## config.mk

```make
export PLATFORM = sky130hd
export DESIGN_NAME = imem_loader
export DESIGN_NICKNAME = d
export VERILOG_FILES = /design/src/rtl/imem_loader.sv
export SDC_FILE = /design/constraint.sdc
export NUM_CORES = 1
export LEC_CHECK = 0
export ABC_CLOCK_PERIOD_IN_PS = 4400
export CELL_PAD_IN_SITES_DETAIL_PLACEMENT = 1
export CELL_PAD_IN_SITES_GLOBAL_PLACEMENT = 1
export CORE_AREA = 10 10 131 133
export CTS_CLUSTER_SIZE = 8
export DETAILED_ROUTE_END_ITERATION = 6
export DIE_AREA = 0 0 141 143
export DONT_BUFFER_PORTS = 1
export PLACE_DENSITY = 0.69
export SLEW_MARGIN = 40
export SYNTH_ARGS = -nofsm -noshare
export SYNTH_HDL_FRONTEND = slang
export SYNTH_SLANG_ARGS = --single-unit
```

## constraint.sdc

```tcl
create_clock -name clk -period 4.4 [get_ports clk]
set_input_delay 0.66 -clock clk [delete_from_list [all_inputs] [get_ports clk]]
set_output_delay 0.66 -clock clk [all_outputs]
set_load 0.05 [all_outputs]
```

## src/rtl/imem_loader.sv

```systemverilog
// Byte-stream program loader: assembles big-endian words from a host byte stream,
// writes them to instruction memory and releases the core once the image checksum verifies.
module imem_loader #(
  parameter int ADDR_W    = 8,
  parameter int BASE_ADDR = 0
) (
  input  logic              clk,
  input  logic              rst,
  input  logic              in_valid,
  input  logic [7:0]        in_data,
  output logic              in_ready,
  input  logic              reload,
  output logic              mem_we,
  output logic [ADDR_W-1:0] mem_addr,
  output logic [31:0]       mem_wdata,
  output logic              core_hold,
  output logic              load_done,
  output logic              load_err,
  output logic [15:0]       words_loaded
);

  typedef enum logic [2:0] {
    CNT_HI,
    CNT_LO,
    DATA,
    CSUM,
    DONE,
    ERR
  } state_t;

  // Largest image that fits between BASE_ADDR and the top of memory.
  localparam logic [16:0] MAX_WORDS = 17'((1 << ADDR_W) - BASE_ADDR);

  state_t      state, next_state;
  logic        accept;
  logic [7:0]  count_hi;
  logic [15:0] count;
  logic [15:0] count_n;
  logic [23:0] word_sr;
  logic [1:0]  byte_idx;
  logic [7:0]  xor_acc;
  logic        last_byte_of_image;

  assign accept             = in_valid && in_ready;
  assign count_n            = {count_hi, in_data};
  assign last_byte_of_image = (byte_idx == 2'd3) && (words_loaded + 16'd1 == count);

  always_ff @(posedge clk or posedge rst) begin
    if (rst) state <= CNT_HI;
    else     state <= next_state;
  end

  always_comb begin
    // NOTE: next_state is defaulted before the case so every path assigns it and no latch is inferred.
    next_state = state;
    if (reload) begin
      next_state = CNT_HI;
    end else begin
      case (state)
        CNT_HI: if (accept) next_state = CNT_LO;
        CNT_LO: begin
          if (accept) begin
            if ({1'b0, count_n} > MAX_WORDS) next_state = ERR;
            else if (count_n == 16'd0)       next_state = CSUM;
            else                             next_state = DATA;
          end
        end
        DATA:   if (accept && last_byte_of_image) next_state = CSUM;
        CSUM:   if (accept) next_state = ((xor_acc ^ in_data) == 8'h00) ? DONE : ERR;
        default: next_state = state;
      endcase
    end
  end

  // Status flags are registered from next_state so they track the state register exactly.
  always_ff @(posedge clk or posedge rst) begin
    if (rst) begin
      // NOTE: sequential state uses non-blocking assignments so every register samples pre-edge values.
      in_ready     <= 1'b0;
      core_hold    <= 1'b1;
      load_done    <= 1'b0;
      load_err     <= 1'b0;
      mem_we       <= 1'b0;
      mem_addr     <= ADDR_W'(BASE_ADDR);
      mem_wdata    <= 32'd0;
      words_loaded <= 16'd0;
      xor_acc      <= 8'd0;
      byte_idx     <= 2'd0;
      word_sr      <= 24'd0;
      count_hi     <= 8'd0;
      count        <= 16'd0;
    end else begin
      mem_we    <= 1'b0;
      in_ready  <= (next_state inside {CNT_HI, CNT_LO, DATA, CSUM});
      core_hold <= (next_state != DONE);
      load_done <= (next_state == DONE);
      load_err  <= (next_state == ERR);
      if (reload) begin
        words_loaded <= 16'd0;
        xor_acc      <= 8'd0;
        byte_idx     <= 2'd0;
      end else if (accept) begin
        case (state)
          CNT_HI: begin
            count_hi <= in_data;
            xor_acc  <= xor_acc ^ in_data;
          end
          CNT_LO: begin
            count   <= count_n;
            xor_acc <= xor_acc ^ in_data;
          end
          DATA: begin
            xor_acc  <= xor_acc ^ in_data;
            word_sr  <= {word_sr[15:0], in_data};
            byte_idx <= byte_idx + 2'd1;
            if (byte_idx == 2'd3) begin
              mem_we       <= 1'b1;
              mem_addr     <= ADDR_W'(BASE_ADDR) + words_loaded[ADDR_W-1:0];
              mem_wdata    <= {word_sr, in_data};
              words_loaded <= words_loaded + 16'd1;
            end
          end
          default: ;
        endcase
      end
    end
  end

endmodule

```

==> results.yml, run 1 <==
setup_path:
  critPathTopFamily: "flip-flops"
  r2r_start: "words_loaded[0]"
  startpoint: "words_loaded[0]"
  rrSetupSlack_ns: 1.84
  cp.depth: 7
  arrival_ns: 2.84
  max_stage_delay_ns: 0.80
  crit_type: "reg2reg"
  cp-end-kind: "register"
  critical_path.max_fanout: 7
  worstPathRequired_ns: 4.68
  r2r_cells: 7
  cp_cell_sequence: "ha_1 -> nand3_1 -> nor3_2 -> xor2_1 -> o221ai_1 -> o2111ai_1 -> o22ai_1"
  cp_slowest_cell: "dfrtp_1"
  r2r_end: "state[0]"
  start_kind: "register"
  critPathCapture: "state[0]"
  worst-path-buf-inv: 0
detailed_routing:
  first_pass_iters: 4
  drc: 0
  drtAntennaViolNets: 0
  wl_per_cell_um: 21.6
  routed_wl_mm: 13.7
  avgViaCountPerCell: 5.41
  drt_iter0_markers: 204
  vias: 3422
sta:
  grt_setup_unrepaired: "no"
  setup_viol_count_final: 0
  period_needed_ns: 2.56
  setup_tns_ns: 0
  fin_crit_sh_pct: 58.1
  worst_pin_slew_ns: 0.788
  maxSlewViolCount: 0
  fin_worst_skew_ns: 0.00924
  max-slew-margin-rel_pct: 47.5
  max_freq_mhz: 391
  hold_violations: 0
logic_synthesis:
  synth.avg_cell_area_um2: 12.8
  syn_area_um2: 5560
  synth_edf_count: 0
  synth-seq-cells: 122
  syn_nets: 449
  ys_seq_area_share_pct: 55.0
  synthFlopType: "dfrtp_1"
  synth_cells: 435
  synth.distinct_cells: 57
  ys_warn_count: 0
  synth-async-reset-ratio_pct: 100
run:
  max_cap_violations: 0
power:
  powerDensity_nw_per_um2: 482
  power.total_mw: 3.03
  peakVddDrop_v: 0.000317
  leakagePower_nw: 2.95
status:
  status: "finished, final reports clean"
die:
  io_pins: 73
  fp.dieArea_um2: 20200
  core_um2: 14400
  start_util_pct: 38.5
  rows: 44
  fp.dieH_um: 143
  die_width_um: 141
global_route:
  grt_pass1_vias: 3711
  antenna_found_initial: 0
  grt_use_total_pct: 13.9
  grt_max_degree: 59
  grt_first_pass_wirelength_mm: 21.6
  grt-ovfl-total: 0
clocking:
  cts_max_path_buffers: 2
  cts.htree.levels: 4
  root_buffer: "clkbuf_16"
  cts.reportedPaths.clkPinSlew_ns: 0.06
  cts_hold_buffers: 0
  cts.sinks: 122
  cts_tree: "yes"
  cts_resized: 0
  cts_setup_buffers: 0
  clock_latency_ns: 0.43
  numCtsBuffers: 17
final_layout:
  seq_area_um2: 3050
  fillers: 1523
  nets: 450
  finalNonFillerCells: 633
  final_layout_size_suffix_gt1_share_pct: 28.1
  diodes: 0
  area_delta_synth_final_pct: 13.0
  multi_input_area_um2: 2350
placement:
  gp_congestion: 0.750
  placed_cells: 601
  post-dp-hpwl_mm: 9.24
  port_buffers: 0
min_path:
  hold_class: "in2async"
worst min path at each step:
stage / endpoint / slack, ns / cells past startpoint
6_report: mem_wdata[23] / 0.17 / 1
5_1_grt: mem_addr[0] / 0.18 / 1
4_1_cts: mem_addr[0] / 0.27 / 1
3_5_place_dp: mem_wdata[31] / 0.48 / 1
3_3_place_gp: mem_wdata[28] / 0.47 / 1
2_1_floorplan: mem_wdata[28] / 0.45 / 1
layer usage:
layer,vias up,track usage (%),wire (um)
li1,1526,-,-
met2,75,22.3,6660
met5,-,0,0
met4,0,6.14,241
met3,17,5.97,917
met1,1804,15.9,5830
sequential cells by signal, summed over array words and instances, names as in the netlist:
register      count
core_hold         1
mem_wdata        32
count_hi          8
state             3
mem_we            1
load_err          1
byte_idx          2
xor_acc           8
load_done         1
in_ready          1
count            16
word_sr          24
words_loaded     16
mem_addr          8
cell type report:
| cell class | count | area share (%) |
|---|---|---|
| Clock buffer | 20 | 7.27 |
| Clock inverter | 12 | 2.21 |
| Inverter | 7 | 0.498 |
| Multi-Input combinational cell | 285 | 37.4 |
| Sequential cell | 122 | 48.6 |
| Tap cell | 184 | 3.67 |
| Timing Repair Buffer | 3 | 0.359 |
where the power goes:
part | internal [mW] | switching, mW | leakage, nW | total, mW
combinational | 0.157 | 0.142 | 1.03 | 0.300
sequential | 1.23 | 0.0949 | 1.64 | 1.32
clock | 0.868 | 0.541 | 0.280 | 1.41
total | 2.25 | 0.778 | 2.95 | 3.03
cells in the final DEF (no fill, tap or decap), drive strengths merged, types with 3 or more instances in the layout:
cell and count:
or3 7, clkinvlp 4, a21oi 7, dfrtp 121, nor3 6, nor2 32, xor2 23, nand2 26
buf 3, o21ai 8, nor3b 4, nor4 6, nand3 10, mux2 88, xnor2 24, clkinv 3
inv 10, and3 4, clkbuf 20, nand4 9
synth_stat cells (all sizes together) (2+ instances only):
cell    number  share of area, %
and4         2              0.32
and2         2              0.23
mux2i        2              0.36
nand2       26               1.8
nor4         6              0.79
nor3         6              0.63
inv          7              0.47
a21o         2              0.27
nor2        32               2.2
nand2b       2              0.23
ha           2              0.45
mux2        88                19
or3          7              0.88
o21ai        8              0.72
dfrtp      121                54
a21oi        7              0.63
clkbuf       4              0.27
and3         4              0.56
nand4        9               1.0
o31ai        2              0.27
a22oi        2              0.27
buf         17               2.2
xnor2       24               3.8
nand3       10              0.99
nor3b        4              0.81
o221ai       2              0.32
xor2        23               3.6
cells by family after synthesis:
kind of cell    share of synthesized area (%)
flops                                    55.0
simple gates                             10.9
compound gates                           3.78
xor+xnor                                 7.41
buf+inv                                  2.97
fa+ha+maj                               0.450
mux                                      19.5
metrics by stage:
step / cell area [um^2] / util [%] / worst slack, ns / hold slack (ns)
6_report: 6280 / 43.5 / 1.84 / 0.167
5_1_grt: 6280 / 43.5 / 1.65 / 0.183
4_1_cts: 6280 / 43.5 / 1.84 / 0.272
3_5_place_dp: 5680 / 39.4 / 1.86 / 0.476
3_3_place_gp: 5680 / 39.4 / 1.76 / 0.468
2_1_floorplan: 5560 / - / 0.499 / 0.452
(Power assumes the default switching activity.)
==> run 2: changes to the inputs <==
--- a/config.mk
+++ b/config.mk
@@ -5,7 +5,7 @@
 export SDC_FILE = /design/constraint.sdc
 export NUM_CORES = 1
 export LEC_CHECK = 0
-export ABC_CLOCK_PERIOD_IN_PS = 4400
+export ABC_CLOCK_PERIOD_IN_PS = 2600
 export CELL_PAD_IN_SITES_DETAIL_PLACEMENT = 1
 export CELL_PAD_IN_SITES_GLOBAL_PLACEMENT = 1
 export CORE_AREA = 10 10 131 133
==> constraint.sdc (replaced) <==
create_clock -name clk -period 2.6 [get_ports clk]
set_input_delay 0.39 -clock clk [delete_from_list [all_inputs] [get_ports clk]]
set_output_delay 0.39 -clock clk [all_outputs]
set_load 0.05 [all_outputs]
==> run 2 against run 1 <==
Against the previous run:
- clock-buffer cell count decreased by 1
- non-clock buffer count increased by 21
- core utilization up 1.2 points
- setup slack got worse by 1.2 ns
- die area is the same
- largest power group unchanged
- highest routed layer unchanged
- largest cell class unchanged
- maximum frequency increased by 32%
- design area increased by 2.7%
==> results.yml, run 2 (synthesis gave the netlist of run 1 again) <==
detailed_routing:
  vias: 3466
  drtAntennaViolNets: 0
  routed_wl_mm: 13.7
  first_pass_iters: 4
  avgViaCountPerCell: 5.30
  wl_per_cell_um: 20.9
  drt_iter0_markers: 127
  drc: 0
final_layout:
  final_layout_size_suffix_gt1_share_pct: 31.5
  final_common_cell: "dfrtp_1"
  final_cell_mix: "121 x dfrtp_1, 57 x mux2_2, 32 x nor2_1"
  final_util_pct: 44.7
  largest_register_ffs: 32
  fin_area_um2: 6450
  nets: 471
  diodes: 0
  largest_register: "mem_wdata"
  reg_top3: "mem_wdata: 32 flops, word_sr: 24 flops"
  fillers: 1486
  area_delta_synth_final_pct: 16.0
run:
  max_cap_violations: 0
min_path:
  hold_class: "in2reg"
clocking:
  cts_max_path_buffers: 2
  cts_setup_buffers: 0
  root_buffer: "clkbuf_16"
  cts_tree: "yes"
  cts.sinks: 122
  cts.reportedPaths.clkPinSlew_ns: 0.06
  cts.htree.levels: 4
  clock_latency_ns: 0.42
  numCtsBuffers: 17
global_route:
  antenna_found_initial: 0
  grt_first_pass_wirelength_mm: 21.9
  grt_max_degree: 66
  grt-ovfl-total: 0
  grt_use_total_pct: 14.1
  grt_pass1_vias: 3746
sta:
  period_needed_ns: 1.94
  whs_ns: 0.0270
  worst_pin_slew_ns: 0.669
  fin_worst_skew_ns: 0.00733
  fin_crit_sh_pct: 74.6
  maxSlewViolCount: 0
  hold_violations: 0
  grt_setup_unrepaired: "no"
  setup_tns_ns: 0
  max-slew-margin-rel_pct: 55.4
  setup_viol_count_final: 0
  max_freq_mhz: 516
status:
  status: "finished, final reports clean"
die:
  io_pins: 73
  fp.dieH_um: 143
  die_width_um: 141
  core_um2: 14400
  start_util_pct: 38.5
  rows: 44
  fp.dieArea_um2: 20200
power:
  powerDensity_nw_per_um2: 793
  leakagePower_nw: 3.05
  peakVddDrop_v: 0.000511
placement:
  placed_area_um2: 5840
  port_buffers: 0
  post-dp-hpwl_mm: 9.38
  gp_congestion: 0.828
setup_path:
  cp-end-kind: "register"
  crit_type: "reg2reg"
  worstPathRequired_ns: 2.94
  start_kind: "register"
  critical_path.max_fanout: 5
  arrival_ns: 2.28
==> run 2: cell types whose count changed in the layout (fill, tap and decap cells not counted), sizes merged <==
cell and delta:
buf +20, clkinv +2, clkbuf -1, dlygate4sd3 +1, inv -1
==> run 2: worst max-delay path, cell delays in order, from the launching register on <==
cell and delay, ns:
dfrtp_1 0.37, buf_4 0.24, nand4_1 0.25, nor3_1 0.40
o211ai_1 0.17, o31ai_1 0.10, o2111ai_1 0.17, o22ai_1 0.14
==> run 2: routing by layer <==
| metal | wire length [um] | share of wire [%] | global-route usage, % | vias to the layer above |
|---|---|---|---|---|
| met5 | 0 | 0 | 0 | - |
| met4 | 258 | 1.9 | 6.52 | 0 |
| met3 | 768 | 5.6 | 4.88 | 17 |
| met2 | 6510 | 48 | 21.7 | 78 |
| met1 | 6130 | 45 | 17.3 | 1799 |
| li1 | - | - | - | 1572 |
==> run 2: final timing paths <==
kind                            startpoint            end  slack, ns  cells after the start
max                        words_loaded[1]       state[0]       0.66                      7
min                                 reload     xor_acc[5]       0.03                      1
max reg2reg                words_loaded[1]       state[0]       0.66                      7
min reg2reg                    word_sr[21]  mem_wdata[29]       0.49                      1
max in group asynchronous              rst     xor_acc[1]       1.37                      3
min in group asynchronous              rst    mem_addr[0]       0.51                      2
==> run 2: area by class of cell <==
type,count,area (um^2),share of cell area [%]
sequential,122,3050,47.4
multi-input combinational,285,2340,36.3
clock buffer,19,453,7.03
tap,184,230,3.57
timing repair buffer,24,195,3.03
clock inverter,13,141,2.19
inverter,7,30.0,0.466
==> run 2: power breakdown <==
group	switching [mW]	internal, mW	leakage, nW
Sequential	0.162	2.07	1.64
Clock	0.888	1.46	0.286
Combinational	0.250	0.272	1.13
Total	1.30	3.81	3.05
==> run 2: metrics by stage <==
step / setup slack, ns / power [mW] / cells
3_5_place_dp: 0.625 / 2.79 / 621
3_3_place_gp: 0.672 / 2.75 / 621
2_1_floorplan: 0.406 / 2.65 / 435
5_1_grt: 0.500 / 5.34 / 654
4_1_cts: 0.600 / 5.18 / 654
6_report: 0.660 / 5.11 / 654
==> run 2: what timing repair did <==
| action | CTS | global route |
|---|---|---|
| resized for setup | 0 | 0 |
| endpoints found under the hold margin | 20 | 0 |
| hold buffers | 1 | 0 |
